`src/rtl/int_div_seq_if.sv`:
```
// Handshake bundle for int_div_seq: operand channel (in_*) and result
// channel (out_*). Both channels use the same valid/ready rule: a beat
// transfers on a rising clk edge where valid and ready are both high (the
// divider also needs en=1); a producer holds valid and its payload steady
// until that edge.
// Optional feature macro: INT_DIV_SIGNED_EN adds the is_signed operand flag.
interface int_div_seq_if #(
    parameter int DATA_WIDTH = 32
);
    logic                  in_valid;
    logic                  in_ready;
    logic [DATA_WIDTH-1:0] dividend;
    logic [DATA_WIDTH-1:0] divisor;
`ifdef INT_DIV_SIGNED_EN
    logic                  is_signed;
`endif
    logic                  out_valid;
    logic                  out_ready;
    logic [DATA_WIDTH-1:0] quotient;
    logic [DATA_WIDTH-1:0] remainder;
    logic                  div_by_zero;

`ifdef INT_DIV_SIGNED_EN
    modport master (
        output in_valid, dividend, divisor, is_signed, out_ready,
        input  in_ready, out_valid, quotient, remainder, div_by_zero
    );
    modport slave (
        input  in_valid, dividend, divisor, is_signed, out_ready,
        output in_ready, out_valid, quotient, remainder, div_by_zero
    );
`else
    modport master (
        output in_valid, dividend, divisor, out_ready,
        input  in_ready, out_valid, quotient, remainder, div_by_zero
    );
    modport slave (
        input  in_valid, dividend, divisor, out_ready,
        output in_ready, out_valid, quotient, remainder, div_by_zero
    );
`endif
endinterface

```
`src/rtl/int_div_seq.sv`:
```
// Sequential restoring divider: one quotient bit per enabled cycle,
// IDLE -> CALC -> DONE -> IDLE, one division in flight. en=0 freezes all
// state. Quotient and remainder live in the shift registers themselves, so
// they are held stable for the whole DONE state.
// Optional feature macro: INT_DIV_SIGNED_EN (is_signed operand flag plus a
// FIX state that restores the result signs after the magnitude division).
module int_div_seq #(
    parameter int DATA_WIDTH = 32
) (
    input  logic             clk,
    input  logic             rst_n,
    input  logic             en,
    int_div_seq_if.slave     bus,
    output logic [1:0]       dbg_state
);
    localparam int CW = $clog2(DATA_WIDTH + 1);
    localparam logic [CW-1:0] LAST_ITER = CW'(DATA_WIDTH - 1);

    typedef enum logic [1:0] {
        IDLE = 2'd0,
        CALC = 2'd1,
`ifdef INT_DIV_SIGNED_EN
        FIX  = 2'd3,
`endif
        DONE = 2'd2
    } state_t;

    state_t                state;
    logic [CW-1:0]         count;
    logic [DATA_WIDTH-1:0] rem_q;
    logic [DATA_WIDTH-1:0] quo_q;
    logic [DATA_WIDTH-1:0] dvsr_q;
    logic                  out_valid_q;
    logic                  dbz_q;

    logic                  accept;
    logic [DATA_WIDTH:0]   rem_wide;
    logic [DATA_WIDTH:0]   trial;
    logic [DATA_WIDTH-1:0] op_a;
    logic [DATA_WIDTH-1:0] op_b;

`ifdef INT_DIV_SIGNED_EN
    logic sgn_q;
    logic neg_quo_q;
    logic neg_rem_q;
    logic a_neg;
    logic b_neg;

    // Signed operands enter CALC as magnitudes; the signs are kept for FIX.
    assign a_neg = bus.is_signed & bus.dividend[DATA_WIDTH-1];
    assign b_neg = bus.is_signed & bus.divisor[DATA_WIDTH-1];
    assign op_a  = a_neg ? -bus.dividend : bus.dividend;
    assign op_b  = b_neg ? -bus.divisor  : bus.divisor;
`else
    assign op_a  = bus.dividend;
    assign op_b  = bus.divisor;
`endif

    assign accept   = en & bus.in_valid & (state == IDLE);
    // Shifted partial remainder with the next dividend bit, one bit wider so
    // the trial subtraction's borrow lands in the MSB.
    assign rem_wide = {rem_q, quo_q[DATA_WIDTH-1]};
    assign trial    = rem_wide - {1'b0, dvsr_q};

    assign bus.in_ready    = en & (state == IDLE);
    assign bus.out_valid   = out_valid_q;
    assign bus.quotient    = quo_q;
    assign bus.remainder   = rem_q;
    assign bus.div_by_zero = dbz_q;
    assign dbg_state       = state;

    // Control FSM and iteration datapath; everything advances only when en=1.
    always_ff @(posedge clk or negedge rst_n) begin
        if (!rst_n) begin
            state       <= IDLE;
            count       <= '0;
            rem_q       <= '0;
            quo_q       <= '0;
            dvsr_q      <= '0;
            out_valid_q <= 1'b0;
            dbz_q       <= 1'b0;
`ifdef INT_DIV_SIGNED_EN
            sgn_q       <= 1'b0;
            neg_quo_q   <= 1'b0;
            neg_rem_q   <= 1'b0;
`endif
        end else if (en) begin
            case (state)
                IDLE: begin
                    if (accept) begin
                        count <= '0;
                        if (bus.divisor == '0) begin
                            // Zero divisor short-circuits straight to the result.
                            quo_q       <= '1;
                            rem_q       <= bus.dividend;
                            dvsr_q      <= '0;
                            dbz_q       <= 1'b1;
                            out_valid_q <= 1'b1;
                            state       <= DONE;
`ifdef INT_DIV_SIGNED_EN
                            sgn_q       <= 1'b0;
`endif
                        end else begin
                            quo_q  <= op_a;
                            rem_q  <= '0;
                            dvsr_q <= op_b;
                            dbz_q  <= 1'b0;
                            state  <= CALC;
`ifdef INT_DIV_SIGNED_EN
                            sgn_q     <= bus.is_signed;
                            neg_quo_q <= a_neg ^ b_neg;
                            neg_rem_q <= a_neg;
`endif
                        end
                    end
                end
                CALC: begin
                    if (!trial[DATA_WIDTH]) begin
                        rem_q <= trial[DATA_WIDTH-1:0];
                        quo_q <= {quo_q[DATA_WIDTH-2:0], 1'b1};
                    end else begin
                        rem_q <= rem_wide[DATA_WIDTH-1:0];
                        quo_q <= {quo_q[DATA_WIDTH-2:0], 1'b0};
                    end
                    count <= count + CW'(1);
                    if (count == LAST_ITER) begin
`ifdef INT_DIV_SIGNED_EN
                        if (sgn_q) begin
                            state <= FIX;
                        end else begin
                            state       <= DONE;
                            out_valid_q <= 1'b1;
                        end
`else
                        state       <= DONE;
                        out_valid_q <= 1'b1;
`endif
                    end
                end
`ifdef INT_DIV_SIGNED_EN
                FIX: begin
                    // Most-negative / -1 wraps back to most-negative here.
                    if (neg_quo_q) quo_q <= -quo_q;
                    if (neg_rem_q) rem_q <= -rem_q;
                    out_valid_q <= 1'b1;
                    state       <= DONE;
                end
`endif
                DONE: begin
                    if (bus.out_ready) begin
                        out_valid_q <= 1'b0;
                        state       <= IDLE;
                    end
                end
                default: state <= IDLE;
            endcase
        end
    end
endmodule

```
`src/flat_wrapper.sv`:
```
// flat-port wrapper written by rule: the top's interface ports become plain ports
module int_div_seq_flat 
#(
    parameter int DATA_WIDTH = 32
)
  (clk, rst_n, en, dbg_state, bus_in_valid, bus_dividend, bus_divisor, bus_out_ready, bus_in_ready, bus_out_valid, bus_quotient, bus_remainder, bus_div_by_zero);
  int_div_seq_if #(.DATA_WIDTH(DATA_WIDTH)) bus_i ();
  input  logic clk;
  input  logic rst_n;
  input  logic en;
  output logic [1:0] dbg_state;
  input wire logic [$bits(bus_i.in_valid)-1:0] bus_in_valid;
  input wire logic [$bits(bus_i.dividend)-1:0] bus_dividend;
  input wire logic [$bits(bus_i.divisor)-1:0] bus_divisor;
  input wire logic [$bits(bus_i.out_ready)-1:0] bus_out_ready;
  output wire logic [$bits(bus_i.in_ready)-1:0] bus_in_ready;
  output wire logic [$bits(bus_i.out_valid)-1:0] bus_out_valid;
  output wire logic [$bits(bus_i.quotient)-1:0] bus_quotient;
  output wire logic [$bits(bus_i.remainder)-1:0] bus_remainder;
  output wire logic [$bits(bus_i.div_by_zero)-1:0] bus_div_by_zero;
  assign bus_i.in_valid = bus_in_valid;
  assign bus_i.dividend = bus_dividend;
  assign bus_i.divisor = bus_divisor;
  assign bus_i.out_ready = bus_out_ready;
  assign bus_in_ready = bus_i.in_ready;
  assign bus_out_valid = bus_i.out_valid;
  assign bus_quotient = bus_i.quotient;
  assign bus_remainder = bus_i.remainder;
  assign bus_div_by_zero = bus_i.div_by_zero;
  int_div_seq #(.DATA_WIDTH(DATA_WIDTH)) u_core (.clk(clk), .rst_n(rst_n), .en(en), .bus(bus_i), .dbg_state(dbg_state));
endmodule
```
`config.mk`:
```
export PLATFORM = sky130hd
export DESIGN_NAME = int_div_seq_flat
export DESIGN_NICKNAME = d
export VERILOG_FILES = /design/src/rtl/int_div_seq_if.sv /design/src/rtl/int_div_seq.sv /design/src/flat_wrapper.sv
export SDC_FILE = /design/constraint.sdc
export NUM_CORES = 1
export LEC_CHECK = 0
export ABC_AREA = 1
export CAP_MARGIN = 20
export CORE_UTILIZATION = 45
export CTS_CLUSTER_DIAMETER = 60
export CTS_CLUSTER_SIZE = 12
export DETAILED_ROUTE_END_ITERATION = 10
export GPL_TIMING_DRIVEN = 0
export PLACE_DENSITY = 0.74
export RECOVER_POWER = 50
export SLEW_MARGIN = 30
export SYNTH_ARGS = -nofsm -noshare
export SYNTH_HDL_FRONTEND = slang
export SYNTH_SLANG_ARGS = --single-unit
export TNS_END_PERCENT = 20
```
`constraint.sdc`:
```
create_clock -name clk -period 5.65 [get_ports clk]
set_clock_uncertainty 0.1 [all_clocks]
set_input_delay 1.13 -clock clk [delete_from_list [all_inputs] [get_ports clk]]
set_output_delay 1.13 -clock clk [all_outputs]
set_load 0.01 [all_outputs]
```
==> results of run 1 <==
placed cells by master (no fill, tap or decap), drive strengths merged, types with 2 or more instances in the layout:
master,netlist,routed
a31oi,2,2
buf,29,30
a2bb2oi,30,30
and2,4,4
nor2,66,66
clkbuf,16,26
or2,8,8
clkdlybuf4s50,0,102
nor3,8,8
a21oi,28,28
xnor2,2,2
nand2,410,410
a21boi,27,27
dfrtp,106,106
nand3,114,114
xor2,15,15
o21ai,38,38
inv,268,272
clkinv,0,2
o22ai,31,31
dlygate4sd3,0,34
ha,36,36
nand4,10,10
state kept, by name (all words and copies together), names as in the netlist:
register	flops
u_core.bus.quotient	32
u_core.dbg_state	2
u_core.dvsr_q	32
u_core.bus.remainder	32
u_core.count	6
u_core.bus.out_valid	1
u_core.bus.div_by_zero	1
worst max-delay path by stage:
stage / start / end / slack [ns] / cells past startpoint
3_3_place_gp: rst_n / u_core.dvsr_q[4] / -0.82 / 1
3_5_place_dp: bus_divisor[3] / u_core.bus.quotient[25] / 1.85 / 8
6_report: rst_n / u_core.dvsr_q[5] / 2.08 / 2
2_1_floorplan: en / u_core.bus.quotient[10] / 3.14 / 9
5_1_grt: rst_n / u_core.dvsr_q[5] / 1.49 / 2
4_1_cts: en / bus_in_ready / 2.17 / 4
power breakdown:
part	internal [mW]	switching, mW	total, mW
Sequential	1.12	0.329	1.45
Combinational	2.02	3.19	5.21
Clock	0.316	0.348	0.664
Total	3.46	3.86	7.32
area by class of cell:
type | count | area [um2] | share of cell area
Multi-Input combinational cell | 840 | 4310 | 0.424
Sequential cell | 106 | 2650 | 0.261
Timing Repair Buffer | 138 | 1380 | 0.136
Inverter | 268 | 1010 | 0.0991
Tap cell | 225 | 282 | 0.0277
Clock buffer | 9 | 225 | 0.0222
Buffer | 45 | 225 | 0.0222
Clock inverter | 7 | 77.6 | 0.00764
per-stage QoR:
| stage | power, mW | cells | setup WS (ns) |
|---|---|---|---|
| final | 7.32 | 1638 | 2.08 |
| after global routing | 8.03 | 1638 | 1.49 |
| after CTS | 7.33 | 1638 | 2.17 |
| after detailed placement | 6.63 | 1622 | 1.85 |
| after global placement | 6.56 | 1621 | -0.816 |
| after floorplan | 4.98 | 1259 | 3.14 |
kinds of logic (layout without fill, tap and decap cells):
family,Yosys count,in the layout,share of synthesized area
fa+ha+maj,37,37,0.0574
flops,106,106,0.324
compound gates,163,163,0.130
buf+inv,313,467,0.150
simple gates,623,623,0.320
xor+xnor,17,17,0.0182
metal layers:
layer | global-route usage | vias to the layer above | share of wire
li1 | - | 4224 | -
met1 | 0.387 | 3818 | 0.47
met2 | 0.453 | 253 | 0.45
met3 | 0.0341 | 35 | 0.056
met4 | 0.0891 | 0 | 0.026
met5 | 0 | - | 0
==> results.py, run 1 <==
metrics = {
    "timing": {
        "tns_ns": 0,
        "max_slew_margin": -0.654,
        "clock.fmax_ghz": 0.280,
        "hold_viol_final": 0,
        "hold_ws_ns": 0.400,
        "worst_pin_slew_ns": 2.48,
        "finalSetupViolations": 0,
        "period_minus_slack_ns": 3.57,
        "drv_slew": 45,
        "post-route-period-util": 0.632,
        "grt_setup_unrepaired": "false",
    },
    "hold_path": {
        "hp-class": "flip-flop to flip-flop",
        "whs_path_depth": 2,
        "min_from": "u_core.dvsr_q[0]",
        "min_to": "u_core.dvsr_q[0]",
    },
    "critical_path": {
        "crit_type": "primary input to asynchronous set/reset pin",
        "critical_path.startpoint_type": "primary input",
        "crit_slowest_cell": "clkbuf_1",
        "worst-path-buf-inv": 2,
        "critPathMaxStageDelay_ns": 1.81,
        "path_delay_family": "buffers and inverters",
        "worstPathCellList": "buf_6, clkbuf_1",
        "reg2reg_depth": 16,
        "cp-end-kind": "asynchronous set/reset pin",
        "cp.required_ns": 5.51,
        "r2r_slack_ns": 2.81,
        "reg2reg_to": "u_core.bus.remainder[11]",
        "worstPathMaxFanout": 63,
        "worstReg2RegStart": "u_core.bus.quotient[31]",
        "cp.arrival_ns": 3.44,
    },
    "clocking": {
        "clk_latency_ns": 0.37,
        "htree_levels": 3,
        "cts.path.max_buffers": 2,
        "cts_setup_buffers": 0,
        "cts_hold_buf": 0,
        "cts_tree": "yes",
        "clock_sinks": 106,
        "postCtsResizedCells": 0,
        "numCtsBuffers": 9,
        "clk_pin_slew_ns": 0.08,
        "cts_root_buf": "clkbuf_16",
    },
    "synth": {
        "yosys.area.top_type": "dfrtp_1",
        "ys_seq_area_frac": 0.324,
        "yosys.area.top_type_share": 0.324,
        "postSynthCellCount": 1259,
        "ys_top_cells_by_area": "dfrtp_1, nand2_1, inv_1",
        "synthFlopType": "dfrtp_1",
        "ys_seq_elements": 106,
        "syn-num-nets": 1365,
        "syn-cell-area_um2": 8190,
        "syn_area_per_cell_um2": 6.51,
        "synth_cell_types": 45,
        "netlist_top_cells_count": "nand2_1, inv_1, nand3_1",
        "ys_warn_count": 0,
        "synth_edf_count": 0,
        "synthArstFlopShare": 1.00,
        "yosysMostFrequentCell": "nand2_1",
    },
    "job": {
        "drv_cap": 1,
    },
    "layout": {
        "drive_gt1_frac": 0.0446,
        "stdcell_area_um2": 10200,
        "diodes": 0,
        "final_core_util": 0.579,
        "nFillCells": 1748,
        "nets": 1514,
        "syn_to_final_growth_pct": 23.9,
    },
    "drt": {
        "drt_iter0_markers": 774,
        "drc": 0,
        "route.vias.total": 8330,
        "dr.pass1.iters": 5,
        "antenna_left": 0,
        "viasPerCell": 5.09,
        "drt_wl_total_mm": 24.9,
        "routedWlPerCell_um": 15.2,
    },
    "pwr": {
        "p_per_area_nw_per_um2": 722,
        "peakVddDrop_mv": 0.282,
        "power_leakage_nw": 5.43,
    },
    "global_routing": {
        "grt_max_degree": 64,
        "grt_pass1_wl_mm": 40.1,
        "first_global_vias": 7873,
        "grtUsageTotal": 0.279,
        "gr-total-overflow": 0,
        "antenna_found_initial": 0,
    },
    "placed_design": {
        "place.gp.congestion": 0.924,
        "place_area_um2": 9870,
        "dp_hpwl_mm": 20.1,
        "port_buffers": 137,
    },
    "floorplan": {
        "rows": 48,
        "start_util": 0.467,
        "die-height_um": 137,
        "io_pins": 138,
        "die-area_um2": 18700,
        "core_area_um2": 17500,
        "die_x_um": 137,
    },
    "run_status": {
        "violations": "capacitance limit, slew limit",
        "status": "complete, but fails checks",
    },
}
Power figures use the tool's default switching activity.
==> run 2, diff against run 1 <==
--- a/config.mk
+++ b/config.mk
@@ -12,7 +12,7 @@
 export CTS_CLUSTER_SIZE = 12
 export DETAILED_ROUTE_END_ITERATION = 10
 export GPL_TIMING_DRIVEN = 0
-export PLACE_DENSITY = 0.74
+export PLACE_DENSITY = 0.77
 export RECOVER_POWER = 50
 export SLEW_MARGIN = 30
 export SYNTH_ARGS = -nofsm -noshare
==> constraint.sdc (replaced) <==
create_clock -name clk -period 3 [get_ports clk]
set_clock_uncertainty 0.1 [all_clocks]
set_input_delay 0.6 -clock clk [delete_from_list [all_inputs] [get_ports clk]]
set_output_delay 0.6 -clock clk [all_outputs]
set_load 0.01 [all_outputs]
==> run 2 against run 1 <==
Net effect: the run still ends with capacitance limit, slew limit left; clock power grew 94%; power grew 88%; non-clock buffer count is the same; die area is the same; routed wire length shrank 0.42%; final cell count is the same; worst setup slack lost 1.9 ns; count of clock-buffer cells in the layout grew 1; sequential power grew 88%; register-to-register slack lost 2.6 ns; global-route usage shrank 0.059 points; hold slack lost 0.012 ns; critical path type is now flip-flop to flip-flop; critical endpoint is now u_core.bus.remainder[30]; highest routed layer unchanged.
==> results.py, run 2 (synthesized netlist as in run 1, its figures left out) <==
metrics = {
    "run_status": {
        "status": "complete, but fails checks",
        "violations": "capacitance limit, slew limit",
    },
    "layout": {
        "nFillCells": 1697,
        "final_cell_mix": "nand2_1, inv_1, nand3_1",
        "fin_cells": 1638,
        "syn_to_final_growth_pct": 24.3,
        "final_core_util": 0.580,
        "drive_gt1_frac": 0.0446,
        "nets": 1514,
        "multi_input_comb_area_um2": 4310,
        "seq_area_um2": 2650,
        "final_common_cell": "nand2_1",
        "diodes": 0,
    },
    "clocking": {
        "postCtsResizedCells": 0,
        "clk_latency_ns": 0.37,
        "cts_tree": "yes",
        "clk_pin_slew_ns": 0.08,
        "numCtsBuffers": 9,
        "htree_levels": 3,
        "cts_root_buf": "clkbuf_16",
        "clock_sinks": 106,
        "cts.path.max_buffers": 2,
        "cts_hold_buf": 0,
        "cts_setup_buffers": 0,
    },
    "global_routing": {
        "first_global_vias": 8025,
        "gr-total-overflow": 0,
        "antenna_found_initial": 0,
        "grtUsageTotal": 0.279,
        "grt_pass1_wl_mm": 40.0,
        "grt_max_degree": 63,
    },
    "critical_path": {
        "worstReg2RegStart": "u_core.bus.quotient[31]",
        "reg2reg_depth": 17,
        "critical_path.startpoint_type": "flip-flop",
        "crit_slowest_cell": "fa_1",
        "cp.required_ns": 3.20,
        "worstPathCellList": "inv_1, ha_1, fa_1, inv_1, nand2_1, nand2_1, nand3_1, nand2_1, nand2_1, nand2_2, nand2_2, nand3_4, buf_2, nand3_1, nand2_1, nand2_1, a21oi_2",
        "crit_path_frequent_cell": "nand2_1",
        "crit_type": "flip-flop to flip-flop",
        "critPathMaxStageDelay_ns": 0.40,
        "worstPathMaxFanout": 10,
        "reg2reg_to": "u_core.bus.remainder[30]",
        "r2r_slack_ns": 0.22,
        "cp.arrival_ns": 2.98,
        "cp-end-kind": "flip-flop",
    },
    "pwr": {
        "peakVddDrop_mv": 0.509,
        "power_leakage_nw": 5.44,
        "p_per_area_nw_per_um2": 1350,
        "p_total_mw": 13.8,
    },
    "hold_path": {
        "min_to": "u_core.dvsr_q[0]",
        "whs_path_depth": 2,
        "hp-class": "flip-flop to flip-flop",
        "min_from": "u_core.dvsr_q[0]",
    },
    "floorplan": {
        "die-height_um": 137,
        "die_x_um": 137,
        "io_pins": 138,
        "core_area_um2": 17500,
        "rows": 48,
        "start_util": 0.467,
        "die-area_um2": 18700,
    },
    "timing": {
        "hold_ws_ns": 0.388,
        "grt_setup_unrepaired": "false",
        "worst_pin_slew_ns": 2.11,
        "post-route-period-util": 0.928,
        "hold_viol_final": 0,
        "drv_slew": 46,
        "period_minus_slack_ns": 2.78,
        "finalSetupViolations": 0,
        "max_slew_margin": -0.403,
        "clock.fmax_ghz": 0.359,
    },
    "drt": {
        "viasPerCell": 5.12,
        "route.vias.total": 8394,
        "drt_wl_total_mm": 24.8,
        "antenna_left": 0,
        "drt_iter0_markers": 576,
        "dr.pass1.iters": 7,
        "routedWlPerCell_um": 15.1,
        "drc": 0,
    },
    "placed_design": {
        "place.gp.congestion": 0.997,
        "dp_hpwl_mm": 19.8,
        "placed_cells": 1622,
        "port_buffers": 137,
    },
    "job": {
        "drv_cap": 1,
    },
}
[run 2: worst max-delay path by stage]
stage	from	endpoint	slack (ns)	cells past startpoint
6_report	u_core.bus.quotient[31]	u_core.bus.remainder[30]	0.22	17
5_1_grt	u_core.bus.quotient[31]	u_core.bus.remainder[30]	0.03	17
4_1_cts	bus_divisor[1]	u_core.bus.quotient[5]	0.10	8
3_5_place_dp	bus_divisor[1]	u_core.bus.quotient[5]	-0.27	8
3_3_place_gp	rst_n	u_core.dvsr_q[15]	-2.94	1
2_1_floorplan	u_core.bus.quotient[31]	u_core.bus.remainder[29]	0.62	19
[run 2: report_power, final]
group / total, mW / internal, mW / switching, mW
combinational: 9.77 / 3.82 / 5.96
sequential: 2.73 / 2.11 / 0.621
clock: 1.29 / 0.670 / 0.616
total: 13.8 / 6.59 / 7.19
[run 2: worst max-delay path: cells and delay by family, from the launching register on]
family	cells	cell delay [ns]
AO/OA/AOI/OAI	1	0.11
AND/OR/NAND/NOR	11	1.02
adder cells (fa/ha/maj)	2	0.65
flip-flops	1	0.36
buffers and inverters	3	0.48
[run 2: area by class of cell]
class                           instances  area share
Inverter                              268      0.0988
Timing Repair Buffer                  138       0.136
Multi-Input combinational cell        840       0.424
Tap cell                              225      0.0277
Clock buffer                           10      0.0225
Sequential cell                       106       0.261
Buffer                                 45      0.0221
Clock inverter                          6     0.00873
[run 2: through the flow]
stage,setup WS (ns),area (um2),TNS (ns)
6_report,0.217,10200,0
4_1_cts,0.102,10200,0
3_5_place_dp,-0.266,9870,-11.36
2_1_floorplan,0.616,8190,0
5_1_grt,0.0273,10200,0
3_3_place_gp,-2.94,9840,-320.89
[run 2: routing by layer]
| metal | GRT usage | routed length [um] | vias to the layer above |
|---|---|---|---|
| met4 | 0.0800 | 512 | 0 |
| met3 | 0.0441 | 1600 | 41 |
| met5 | 0 | 0 | - |
| li1 | - | - | 4213 |
| met1 | 0.375 | 11100 | 3846 |
| met2 | 0.462 | 11500 | 294 |
==> run 3, diff against run 2 <==
--- a/config.mk
+++ b/config.mk
@@ -14,6 +14,7 @@
 export GPL_TIMING_DRIVEN = 0
 export PLACE_DENSITY = 0.77
 export RECOVER_POWER = 50
+export REMOVE_ABC_BUFFERS = 1
 export SLEW_MARGIN = 30
 export SYNTH_ARGS = -nofsm -noshare
 export SYNTH_HDL_FRONTEND = slang
==> run 3 against run 2 <==
Net effect: the flow still finishes with violations (capacitance limit, slew limit); non-clock buffer count shrank 21; first-iteration DRC count rose by 33%; design area up 2.5%; clock power shrank 3%; critical endpoint is now u_core.bus.remainder[26]; final cell count is 0.73% lower.
==> results.py, run 3 (synthesized netlist as in run 1, its figures left out) <==
metrics = {
    "run_status": {
        "status": "complete, but fails checks",
        "violations": "capacitance limit, slew limit",
    },
    "floorplan": {
        "die_x_um": 137,
        "die-height_um": 137,
        "die-area_um2": 18700,
        "core_area_um2": 17500,
        "start_util": 0.467,
        "rows": 48,
        "io_pins": 138,
    },
    "layout": {
        "final_common_cell": "nand2_1",
        "diodes": 0,
        "nFillCells": 1668,
        "fin_cells": 1626,
        "drive_gt1_frac": 0.0607,
        "nets": 1503,
        "seq_area_um2": 2650,
        "final_cell_mix": "nand2_1, inv_1, clkdlybuf4s50_1",
        "multi_input_comb_area_um2": 4490,
        "syn_to_final_growth_pct": 27.4,
    },
    "drt": {
        "dr.pass1.iters": 5,
        "drt_wl_total_mm": 27.3,
        "routedWlPerCell_um": 16.8,
        "drc": 0,
        "viasPerCell": 5.27,
        "antenna_left": 0,
        "drt_iter0_markers": 768,
        "route.vias.total": 8570,
    },
    "pwr": {
        "combPwrFrac": 0.736,
        "power_leakage_nw": 5.55,
        "p_per_area_nw_per_um2": 1410,
        "p_clk_frac": 0.085,
        "p_total_mw": 14.7,
        "peakVddDrop_mv": 0.553,
        "p_seq_frac": 0.179,
        "p_int_mw": 6.97,
        "switching_power_mw": 7.75,
        "power.share.switching": 0.526,
    },
    "critical_path": {
        "crit_slowest_cell": "nor2_4",
        "r2r_slack_ns": 0.17,
        "critical_path.startpoint_type": "flip-flop",
        "path_delay_family": "simple AND/OR/NAND/NOR gates",
        "worstPathMaxFanout": 70,
        "worstPathCellList": "inv_1, ha_2, inv_4, nor2_4, nor2_4, inv_6, or2_2, a21boi_1",
        "cp-end-kind": "flip-flop",
        "crit_type": "flip-flop to flip-flop",
        "cp.required_ns": 3.16,
        "cp.arrival_ns": 2.98,
        "critPathMaxStageDelay_ns": 0.44,
        "crit_path_frequent_cell": "nor2_4",
        "worst-path-buf-inv": 3,
    },
    "global_routing": {
        "first_global_vias": 7881,
        "gr-total-overflow": 0,
        "antenna_found_initial": 0,
        "grt_pass1_wl_mm": 41.7,
        "grtUsageTotal": 0.295,
        "grt_max_degree": 71,
    },
    "placed_design": {
        "port_buffers": 137,
        "dp_hpwl_mm": 18.9,
        "placed_cells": 1581,
        "place_ws_ns": -0.947,
        "place.gp.congestion": 0.916,
    },
    "timing": {
        "drv_slew": 57,
        "worst_pin_slew_ns": 1.51,
        "finalSetupViolations": 0,
        "max_slew_margin": -0.00802,
        "post-route-period-util": 0.942,
        "clock.fmax_ghz": 0.354,
        "period_minus_slack_ns": 2.83,
        "grt_setup_unrepaired": "true",
        "hold_viol_final": 0,
        "setup_ws_ns": 0.175,
    },
    "clocking": {
        "cts_hold_buf": 0,
        "cts.path.max_buffers": 2,
        "numCtsBuffers": 9,
        "htree_levels": 3,
        "cts_tree": "yes",
        "clock_sinks": 106,
        "clk_latency_ns": 0.36,
        "clk_pin_slew_ns": 0.08,
        "cts_root_buf": "clkbuf_16",
    },
    "job": {
        "drv_cap": 1,
    },
    "hold_path": {
        "hp-class": "flip-flop to flip-flop",
    },
}
run 3: changes by cell type in the layout (fill, tap and decap cells not counted), moves of 4 or more:
cell / previous run / this run
clkdlybuf4s50_1: 102 / 135
dlygate4sd3_1: 34 / 1
clkbuf_1: 17 / 1
buf_2: 15 / 0
buf_4: 4 / 16
buf_1: 7 / 0
nand2_4: 1 / 7
clkinvlp_4: 0 / 5
nor2_4: 1 / 6
buf_12: 0 / 4
buf_6: 4 / 0
run 3: cell type report:
class,instances,share of cell area
Clock buffer,10,0.0220
Inverter,268,0.0979
Multi-Input combinational cell,848,0.431
Tap cell,225,0.0270
Timing Repair Buffer,162,0.161
Sequential cell,106,0.254
Clock inverter,5,0.00600
Timing Repair inverter,2,0.00144
run 3: metal layers:
layer,vias up,global-route usage,share of wire
met5,-,0,0
met4,0,0.0971,0.022
met3,32,0.0444,0.079
met2,331,0.455,0.44
met1,3992,0.422,0.46
li1,4215,-,-
run 3: timing repair:
action / in CTS / in global routing
setup endpoints to repair: 65 / 64
cloned: 5 / 5
resized for setup: 11 / 12
hold endpoints to repair: 0 / 0
pin swaps: 3 / 3
buffers inserted: 5 / 15
run 3: final timing paths:
check                                  startpoint  depth (start not counted)                       end
min in group asynchronous                   rst_n                          1      u_core.bus.out_valid
max                           u_core.dbg_state[1]                          8  u_core.bus.remainder[26]
max reg2reg                   u_core.dbg_state[1]                          8  u_core.bus.remainder[26]
min reg2reg                u_core.bus.div_by_zero                          2    u_core.bus.div_by_zero
max in group asynchronous                   rst_n                          2  u_core.bus.remainder[21]
min                        u_core.bus.div_by_zero                          2    u_core.bus.div_by_zero
run 3: stage by stage:
stage	hold slack [ns]	instance area (um2)	setup TNS (ns)	utilization
final	0.388	10400	0	0.595
after global placement	0.362	9620	-709.83	0.548
after floorplan	0.204	7970	-115.26	-
after detailed placement	0.372	9770	-30.95	0.557
after global routing	0.416	10400	-0.0319	0.595
after CTS	0.122	10200	-0.276	0.581
run 3: power by group through the flow:
stage	clock, mW	combinational (mW)	sequential, mW
after detailed placement	0	9.61	2.63
after CTS	1.25	9.89	2.63
final	1.25	10.8	2.64
after global placement	0	9.41	2.63
after floorplan	0	6.41	2.72
after global routing	1.31	12.0	2.73
run 3: worst min-delay path, cell delays in order (launching register included):
cell	delay (ns)
dfrtp_1	0.35
nand2_1	0.05
o21ai_0	0.06
